[src/rtl/fifo_stream_reader.sv]
`default_nettype none
// ============================================================================
// Module   : fifo_stream_reader
// Purpose  : Reads a burst of 'len' bytes from a synchronous FIFO (1-cycle
//            read latency) and forwards them on a valid/ready byte stream
//            through a 3-entry output buffer.
// Options  : define FSR_PARITY_EN to add out_parity (XOR of out_data).
// Revision : 1.0  initial release
// ============================================================================
module fifo_stream_reader (
  input  logic       clk,
  input  logic       rst,
  input  logic       start,
  input  logic [4:0] len,
  output logic       fifo_rd_en,
  input  logic       fifo_empty,
  input  logic [7:0] fifo_rd_data,
  output logic       out_valid,
  input  logic       out_ready,
  output logic [7:0] out_data,
  output logic       busy,
  output logic       done
`ifdef FSR_PARITY_EN
  ,
  output logic       out_parity
`endif
);

  localparam logic [4:0] c_max_len   = 5'd16;
  localparam logic [2:0] c_buf_depth = 3'd3;

  typedef enum logic [1:0] {
    S_IDLE  = 2'd0,
    S_RUN   = 2'd1,
    S_DRAIN = 2'd2,
    S_DONE  = 2'd3
  } state_t;

  state_t      r_state;
  state_t      w_state_nxt;
  logic [4:0]  r_len;
  logic [4:0]  r_issued;
  logic [4:0]  r_delivered;
  logic        r_inflight;     // a read was issued last cycle; data arrives now
  logic [7:0]  r_buf [0:2];    // r_buf[0] is the stream head
  logic [7:0]  w_buf_nxt [0:2];
  logic [1:0]  r_count;
  logic [1:0]  w_count_nxt;
  logic [1:0]  w_wr_idx;
  logic        r_parity;
  logic [4:0]  w_len_clamped;
  logic [2:0]  w_pending;
  logic        w_rd_en;
  logic        w_push;
  logic        w_pop;
  logic        w_last_xfer;

  // Burst length saturates at 16 words.
  assign w_len_clamped = (len > c_max_len) ? c_max_len : len;

  // Words already buffered plus the one possibly in flight must leave room.
  assign w_pending = {1'b0, r_count} + {2'b00, r_inflight};

  // Read strobe: only in RUN, never on an empty FIFO, never past len, never
  // when the buffer could overflow, and never while reset is held.
  assign w_rd_en = (r_state == S_RUN) && !fifo_empty && (r_issued < r_len) &&
                   (w_pending < c_buf_depth) && !rst;

  assign w_push      = r_inflight;
  assign w_pop       = out_valid && out_ready;
  assign w_last_xfer = w_pop && ((r_delivered + 5'd1) == r_len);

  // Outputs are held at their reset values while rst is asserted.
  assign fifo_rd_en = w_rd_en;
  assign out_valid  = (r_count != 2'd0) && !rst;
  assign out_data   = rst ? 8'h00 : r_buf[0];
  assign busy       = (r_state != S_IDLE) && !rst;
  assign done       = (r_state == S_DONE) && !rst;
`ifdef FSR_PARITY_EN
  assign out_parity = rst ? 1'b0 : r_parity;
`endif

  // Next-state logic for the burst sequencer.
  always_comb begin
    w_state_nxt = r_state;
    case (r_state)
      S_IDLE: begin
        if (start) begin
          w_state_nxt = (w_len_clamped == 5'd0) ? S_DONE : S_RUN;
        end
      end
      S_RUN: begin
        if (r_issued == r_len) begin
          w_state_nxt = S_DRAIN;
        end
      end
      S_DRAIN: begin
        if (w_last_xfer) begin
          w_state_nxt = S_DONE;
        end
      end
      S_DONE: begin
        w_state_nxt = S_IDLE;
      end
      default: begin
        w_state_nxt = S_IDLE;
      end
    endcase
  end

  // Output buffer update: pop shifts toward the head, push lands after the
  // last surviving entry.
  always_comb begin
    w_buf_nxt   = r_buf;
    w_count_nxt = r_count;
    w_wr_idx    = r_count;
    if (w_pop) begin
      w_buf_nxt[0] = r_buf[1];
      w_buf_nxt[1] = r_buf[2];
      w_wr_idx     = r_count - 2'd1;
    end
    if (w_push) begin
      case (w_wr_idx)
        2'd0:    w_buf_nxt[0] = fifo_rd_data;
        2'd1:    w_buf_nxt[1] = fifo_rd_data;
        2'd2:    w_buf_nxt[2] = fifo_rd_data;
        default: w_buf_nxt[2] = r_buf[2];
      endcase
    end
    w_count_nxt = r_count + {1'b0, w_push} - {1'b0, w_pop};
  end

  // State, counters, in-flight flag and buffer registers.
  always_ff @(posedge clk) begin
    if (rst) begin
      r_state     <= S_IDLE;
      r_len       <= 5'd0;
      r_issued    <= 5'd0;
      r_delivered <= 5'd0;
      r_inflight  <= 1'b0;
      r_count     <= 2'd0;
      r_parity    <= 1'b0;
      for (int i = 0; i < 3; i++) begin
        r_buf[i] <= 8'h00;
      end
    end else begin
      r_state    <= w_state_nxt;
      r_inflight <= w_rd_en;
      r_count    <= w_count_nxt;
      r_buf      <= w_buf_nxt;
      r_parity   <= ^w_buf_nxt[0];
      if (r_state == S_IDLE && start) begin
        r_len       <= w_len_clamped;
        r_issued    <= 5'd0;
        r_delivered <= 5'd0;
      end else begin
        if (w_rd_en) begin
          r_issued <= r_issued + 5'd1;
        end
        if (w_pop) begin
          r_delivered <= r_delivered + 5'd1;
        end
      end
    end
  end

`ifndef FSR_PARITY_EN
  // Parity register exists only for the optional output; keep it referenced.
  logic w_parity_unused;
  assign w_parity_unused = r_parity;
`endif

endmodule
`default_nettype wire
[config.mk]
export PLATFORM = sky130hd
export DESIGN_NAME = fifo_stream_reader
export DESIGN_NICKNAME = d
export VERILOG_FILES = /design/src/rtl/fifo_stream_reader.sv
export SDC_FILE = /design/constraint.sdc
export NUM_CORES = 1
export LEC_CHECK = 0
export ABC_AREA = 0
export ABC_CLOCK_PERIOD_IN_PS = 2600
export CORE_UTILIZATION = 55
export CTS_CLUSTER_DIAMETER = 30
export CTS_CLUSTER_SIZE = 25
export DETAILED_ROUTE_END_ITERATION = 16
export PLACE_DENSITY = 0.9
export SLEW_MARGIN = 25
export SYNTH_ARGS = -nofsm -noshare
export SYNTH_HDL_FRONTEND = slang
export SYNTH_SLANG_ARGS = --single-unit
[constraint.sdc]
create_clock -name clk -period 2.6 [get_ports clk]
set_input_delay 0.39 -clock clk [delete_from_list [all_inputs] [get_ports clk]]
set_output_delay 0.39 -clock clk [all_outputs]
set_load 0.005 [all_outputs]
==> results of run 1 <==
==> kinds of logic after synthesis <==
logic type      count (synthesis)  share of synthesized area, %
compound gates                 43                          14.5
flops                          44                          37.4
mux                            10                          4.46
buf+inv                        26                          5.47
simple gates                  117                          24.5
fa+ha+maj                      16                          8.50
xor+xnor                       14                          5.21
==> metal layers <==
metal	up-vias	track usage, %	part of all wire [%]
li1	986	-	-
met1	941	26.6	45
met2	56	38.4	48
met3	12	4.90	3.7
met4	0	10.9	2.5
met5	-	0	0
==> flip-flops by register name, indices dropped and copies added, names as in the netlist <==
register     flops
r_issued         5
r_state          2
r_len            5
r_count          2
r_delivered      5
r_buf           24
r_inflight       1
==> per-stage QoR <==
stage               setup WS [ns]  hold slack [ns]
floorplan                   0.206            0.454
finish                     0.0590            0.475
global route              -0.0236            0.504
CTS                        0.0426            0.475
detailed placement         0.0938            0.466
global placement            0.198            0.458
==> cell usage after synthesis, types with 2 or more instances <==
cell      instances
a21o_1            2
mux2i_1           9
clkbuf_1          8
or3_1             2
ha_1             16
nand4_1           2
nand3_4           2
a211oi_1          3
nor4b_1           2
xnor2_1           8
a311oi_1         12
nand3_1           3
nand2_1          40
inv_1            14
o211ai_1          2
buf_8             2
nor2b_1          14
a311oi_2          4
nor3_1            4
dfxtp_1          44
a21oi_1          10
xor2_1            6
nor2_1           39
o21ai_0           3
nor3b_1           5
==> where the power goes <==
| part | switching, mW | leakage, nW | internal [mW] | total (mW) |
|---|---|---|---|---|
| clock | 0.260 | 0.0548 | 0.290 | 0.550 |
| combinational | 0.203 | 0.669 | 0.174 | 0.377 |
| sequential | 0.0304 | 0.356 | 0.708 | 0.738 |
==> worst max path at each step <==
stage                     startpoint    endpoint  slack (ns)
after floorplan           r_count[1]   r_buf[15]        0.21
after global placement           rst  fifo_rd_en        0.20
after detailed placement         rst  fifo_rd_en        0.09
after CTS                   r_len[2]  fifo_rd_en        0.04
after global routing        r_len[2]  fifo_rd_en       -0.02
final                       r_len[2]  fifo_rd_en        0.06
==> worst max-delay path: stages (launching register included) <==
cell	delay [ns]
dfxtp_2	0.37
inv_1	0.07
ha_1	0.33
a21o_1	0.17
a21o_1	0.23
a21oi_2	0.16
clkdlybuf4s50_1	0.52
==> repair_timing <==
action | 4_1_cts | 5_1_grt
resized for setup | 1 | 5
pin swaps | 0 | 2
hold buffers | 0 | 0
setup endpoints to repair | 1 | 1
==> area by class of cell <==
class / count / share of cell area, %
clock buffers: 5 / 2.43
flip-flops and latches: 44 / 31.2
well taps: 50 / 2.21
repair buffers: 36 / 12.1
inverters: 14 / 1.86
clock inverters: 3 / 1.64
multi-input cells: 200 / 48.5
==> metrics.md, run 1 <==
| Metric | Value |
|---|---|
| Antenna cells | 0 |
| Fraction of registers with async set/reset | 0% |
| Number of distinct library cells after synthesis | 39 |
| Grt total ovfl | 0 |
| Hold path depth | 2 |
| Max-cap violation count | 0 |
| Clock-pin slew on the worst setup and hold paths | around 0.090 ns |
| CTS Buffer Depth | 2 |
| Largest net degree at the start of global routing | 36 |
| Pwr Density | 589 mW/mm² |
| Post-synthesis cell count | 270 |
| Global-route wire length before repair | 7760 µm |
| Worst min-delay path class | reg2reg |
| Die X | roughly 67 µm |
| P_leak | 1.08 nW |
| Die Span Y | just under 70 µm |
| Final Net Count | 335 |
| Antenna-violating nets left | 0 |
| Yosys top cell area share | 37.4% |
| Worst reg2reg path startpoint | r_count[1] |
| Via/cell ratio | 5.67 |
| Setup TNS | 0 ns |
| Leading post-synthesis cells by cell area | dfxtp_1 (37%), ha_1 (8.5%), nand2_1 (6.4%) |
| Fraction of layout cells with a size suffix above 1 | 9.27% |
| Drt total wl | 4790 µm |
| Worst-Skew Late Latency | approximately 0.3 ns |
| Data arrival time of the worst path | 2.15 ns |
| Worst vdd ir | 0.000530 V |
| Reg2reg setup slack | 0.36 ns |
| Die ar. | 0.00455 mm² |
| Minimum clock period | 2.54 ns |
| Fin. max-slew vios | 0 |
| Worst path required time | between 2 and 2.5 ns |
| Fill count | ~310 |
| Number of synthesized flops with an enable pin | 0 |
| Area delta synth->final | 20.0% |
| Starting Density | 58.0% |
| Final GP Congestion | 0.775 |
| Total CTS buffers | 5 |
| Yosys top cell by area | dfxtp_1 |
| Post-Layout Cell Count | 352 |
| Utilization after layout | 69.7% |
| Hold Fails Final Rpt | 0 |
| Synthesized area per cell | around 8.7 µm² |
| Clock Sinks | 44 |
| Drc violations | 0 |
| Setup Crit Path Kind | reg2out |
| Root Driver | clkbuf_8 |
| CP Max Fanout | 5 |
| Post-Syn Nets | roughly 300 |
| Worst hold path endpoint | r_buf[10] |
| Cells after DPL | 344 |
| Number of I/O port buffers | 29 |
| FF-to-FF End | r_buf[8] |
| Fin area | 0.00283 mm² |
| Detailed-route wire length per cell | 13.6 µm |
| I/O pins | 30 |
| CP startpoint kind | register |
| CTS tree | built |
| Critical path capture point type | output pin |
| Slew @ Worst Pin | 0.540 ns |
| Synth Flop Type | dfxtp_1 |
| Core Area | 0.00406 mm² |
| Register Area | 882 µm² |
| Max H-tree Level | 2 |
| Hold Crit Start | r_buf[2] |
| Worst Skew | 0.00514 ns |
| Outcome | finished, final reports clean |
| Mapped cell area | 0.00235 mm² |
| Detail Placement HPWL | 3350 µm |
| Warnings, synthesis | 0 |
| Initial antenna violation count | 0 |
| Cells on worst reg2reg path | 8 |
| Multi-input logic area | 0.00137 mm² |
| Endpoints failing setup | 0 |
| DR iter-0 viols | 144 |
| Maximum clock rate | ~0.39 GHz |
| #FFs+latches synth | 44 |
| Ratio of final minimum period to clock period | between 90% and 100% |
| Site row count | 23 |
| Vias | 1995 |
| Gr usage total | 22.5% |
| Total Power | 1.67 mW |
| Vias in the first global route | 1845 |
| Max_slew headroom | 63.1% |
| Commonest cells after routing, fill and taps aside | dfxtp_1 (43), nand2_1 (40), nor2_1 (39) |
| First-pass detailed-route iteration total | 4 |
| Dpl cell area | 0.00268 mm² |
| Total setup buffers inserted after CTS | 0 |
| Sequential share of the synthesized area | ~37% |
| Leading cell type in the layout, fill and taps excluded | dfxtp_1 |
Note: power is estimated with default switching activity, not from simulation.
==> run 2: changes to the inputs <==
--- a/config.mk
+++ b/config.mk
@@ -5,8 +5,8 @@
 export SDC_FILE = /design/constraint.sdc
 export NUM_CORES = 1
 export LEC_CHECK = 0
-export ABC_AREA = 0
 export ABC_CLOCK_PERIOD_IN_PS = 2600
+export CORE_ASPECT_RATIO = 0.5
 export CORE_UTILIZATION = 55
 export CTS_CLUSTER_DIAMETER = 30
 export CTS_CLUSTER_SIZE = 25
==> run 2 against run 1 <==
Against the previous run: maximum frequency increased by 1.2%; total power is 0.92% lower; sequential cell count unchanged; sequential power about the same; die area increased by 0.36%; global-route usage up 0.55 points; register-to-register slack worse by 0.08 ns; final area unchanged; final cell count increased by 1.4%; largest cell class unchanged.
==> metrics.md, run 2 (synthesis gave the netlist of run 1 again) <==
| Metric | Value |
|---|---|
| Antenna cells | 0 |
| Worst vdd ir | 0.000432 V |
| Final Net Count | roughly 340 |
| Setup TNS | 0 ns |
| Endpoints failing setup | 0 |
| Detailed-route wire length per cell | 13.8 µm |
| Post-Layout Cell Count | 357 |
| DR iter-0 viols | 83 |
| Detail Placement HPWL | 3550 µm |
| Pwr Density | slightly below 600 mW/mm² |
| Gr usage total | 23.1% |
| CP Max Fanout | 5 |
| Vias in the first global route | 1856 |
| Grt total ovfl | 0 |
| Commonest cells after routing, fill and taps aside | dfxtp_1 (43), nand2_1 (40), nor2_1 (39) |
| First-pass detailed-route iteration total | 4 |
| RSZ-0062 raised after global routing | no |
| Vias | 1977 |
| Clock Sinks | 44 |
| Slew @ Worst Pin | 0.467 ns |
| Initial antenna violation count | 0 |
| Area delta synth->final | 20.0% |
| Die X | 94.5 µm |
| Worst Skew | just under 0.006 ns |
| Largest net degree at the start of global routing | 36 |
| Minimum clock period | 2.51 ns |
| Drc violations | 0 |
| Max_slew headroom | just under 70% |
| CTS Buffer Depth | 2 |
| Max-cap violation count | 0 |
| Top reg by flops | r_buf |
| CTS tree | built |
| Hold Fails Final Rpt | 0 |
| Global-route wire length before repair | 7990 µm |
| Number of I/O port buffers | 29 |
| Maximum clock rate | 0.398 GHz |
| Die Span Y | 48.3 µm |
| Via/cell ratio | approximately 5.5 |
| Drt total wl | about 4900 µm |
| Ratio of final minimum period to clock period | 96.6% |
| Leading cell type in the layout, fill and taps excluded | dfxtp_1 |
| CP startpoint kind | register |
| Cells after DPL | 348 |
| Setup Crit Path Kind | reg2out |
| Worst-Skew Late Latency | approximately 0.30 ns |
| Critical path capture point type | output pin |
| Max H-tree Level | 2 |
| Reg2reg setup slack | roughly 0.28 ns |
| Fin. max-slew vios | 0 |
| Total CTS buffers | 5 |
| Outcome | finished, final reports clean |
| Starting Density | 58.8% |
| Data arrival time of the worst path | around 2.1 ns |
| Worst min-delay path class | reg2reg |
| Dpl cell area | 0.00269 mm² |
| Max reg flops | 24 |
| Site row count | 16 |
| P_leak | 1.08 nW |
| Core Area | 0.00400 mm² |
| Root Driver | clkbuf_8 |
| Antenna-violating nets left | 0 |
| Worst path required time | between 2 and 2.5 ns |
| Clock-pin slew on the worst setup and hold paths | 0.09 ns |
| Die ar. | 0.00456 mm² |
| Utilization after layout | 70.6% |
| Final GP Congestion | 0.810 |
| I/O pins | 30 |
| Fraction of layout cells with a size suffix above 1 | 9.24% |
| Fin area | 0.00283 mm² |
| Hold Buf Count CTS | 0 |
run 2: cell types whose count changed in the layout (fill, tap and decap cells not counted), sizes merged:
cell  delta
buf      +1
run 2: worst paths after layout:
check | start | cells past startpoint | endpoint
worst max-delay path | r_len[2] | 6 | fifo_rd_en
worst min-delay path | r_buf[11] | 2 | r_buf[19]
worst max register to register | r_count[1] | 9 | r_buf[4]
worst min register to register | r_buf[11] | 2 | r_buf[19]
run 2: final cells by class:
type	count	area, µm²
clock buffers	5	68.8
clock inverters	3	46.3
fillers	306	1180
inverters	14	52.6
multi-input cells	200	1360
flip-flops and latches	44	882
well taps	54	67.6
repair buffers	37	350
run 2: what timing repair did:
action	CTS	global route
setup endpoints to repair	1	1
pin swaps	0	2
setup buffers	0	1
gates resized for setup	1	3
gates cloned	0	0
run 2: metal layers:
layer	global-route usage, %	vias up	share of wire [%]
li1	-	993	-
met1	26.6	928	45
met2	45.4	54	51
met3	4.98	2	4.2
met4	7.27	0	0.41
met5	0	-	0
run 2: power by group:
group / internal [mW] / total (mW) / leakage, nW / switching (mW)
sequential: 0.708 / 0.739 / 0.356 / 0.0310
clock: 0.289 / 0.534 / 0.0548 / 0.245
combinational: 0.173 / 0.377 / 0.674 / 0.204
total: 1.17 / 1.65 / 1.08 / 0.480
run 2: worst max-delay path, stage by stage (launching register included):
cell,delay [ns]
dfxtp_2,0.38
inv_1,0.07
ha_1,0.31
a21o_1,0.17
a21o_1,0.22
a21oi_2,0.16
clkdlybuf4s50_1,0.52
run 2: through the flow:
stage / total power [mW] / hold WS (ns) / setup slack (ns)
2_1_floorplan: 0.997 / 0.454 / 0.206
6_report: 1.65 / 0.476 / 0.0884
3_3_place_gp: 1.10 / 0.461 / 0.149
3_5_place_dp: 1.12 / 0.466 / 0.114
5_1_grt: 1.74 / 0.496 / 0.00649
4_1_cts: 1.66 / 0.478 / 0.0105
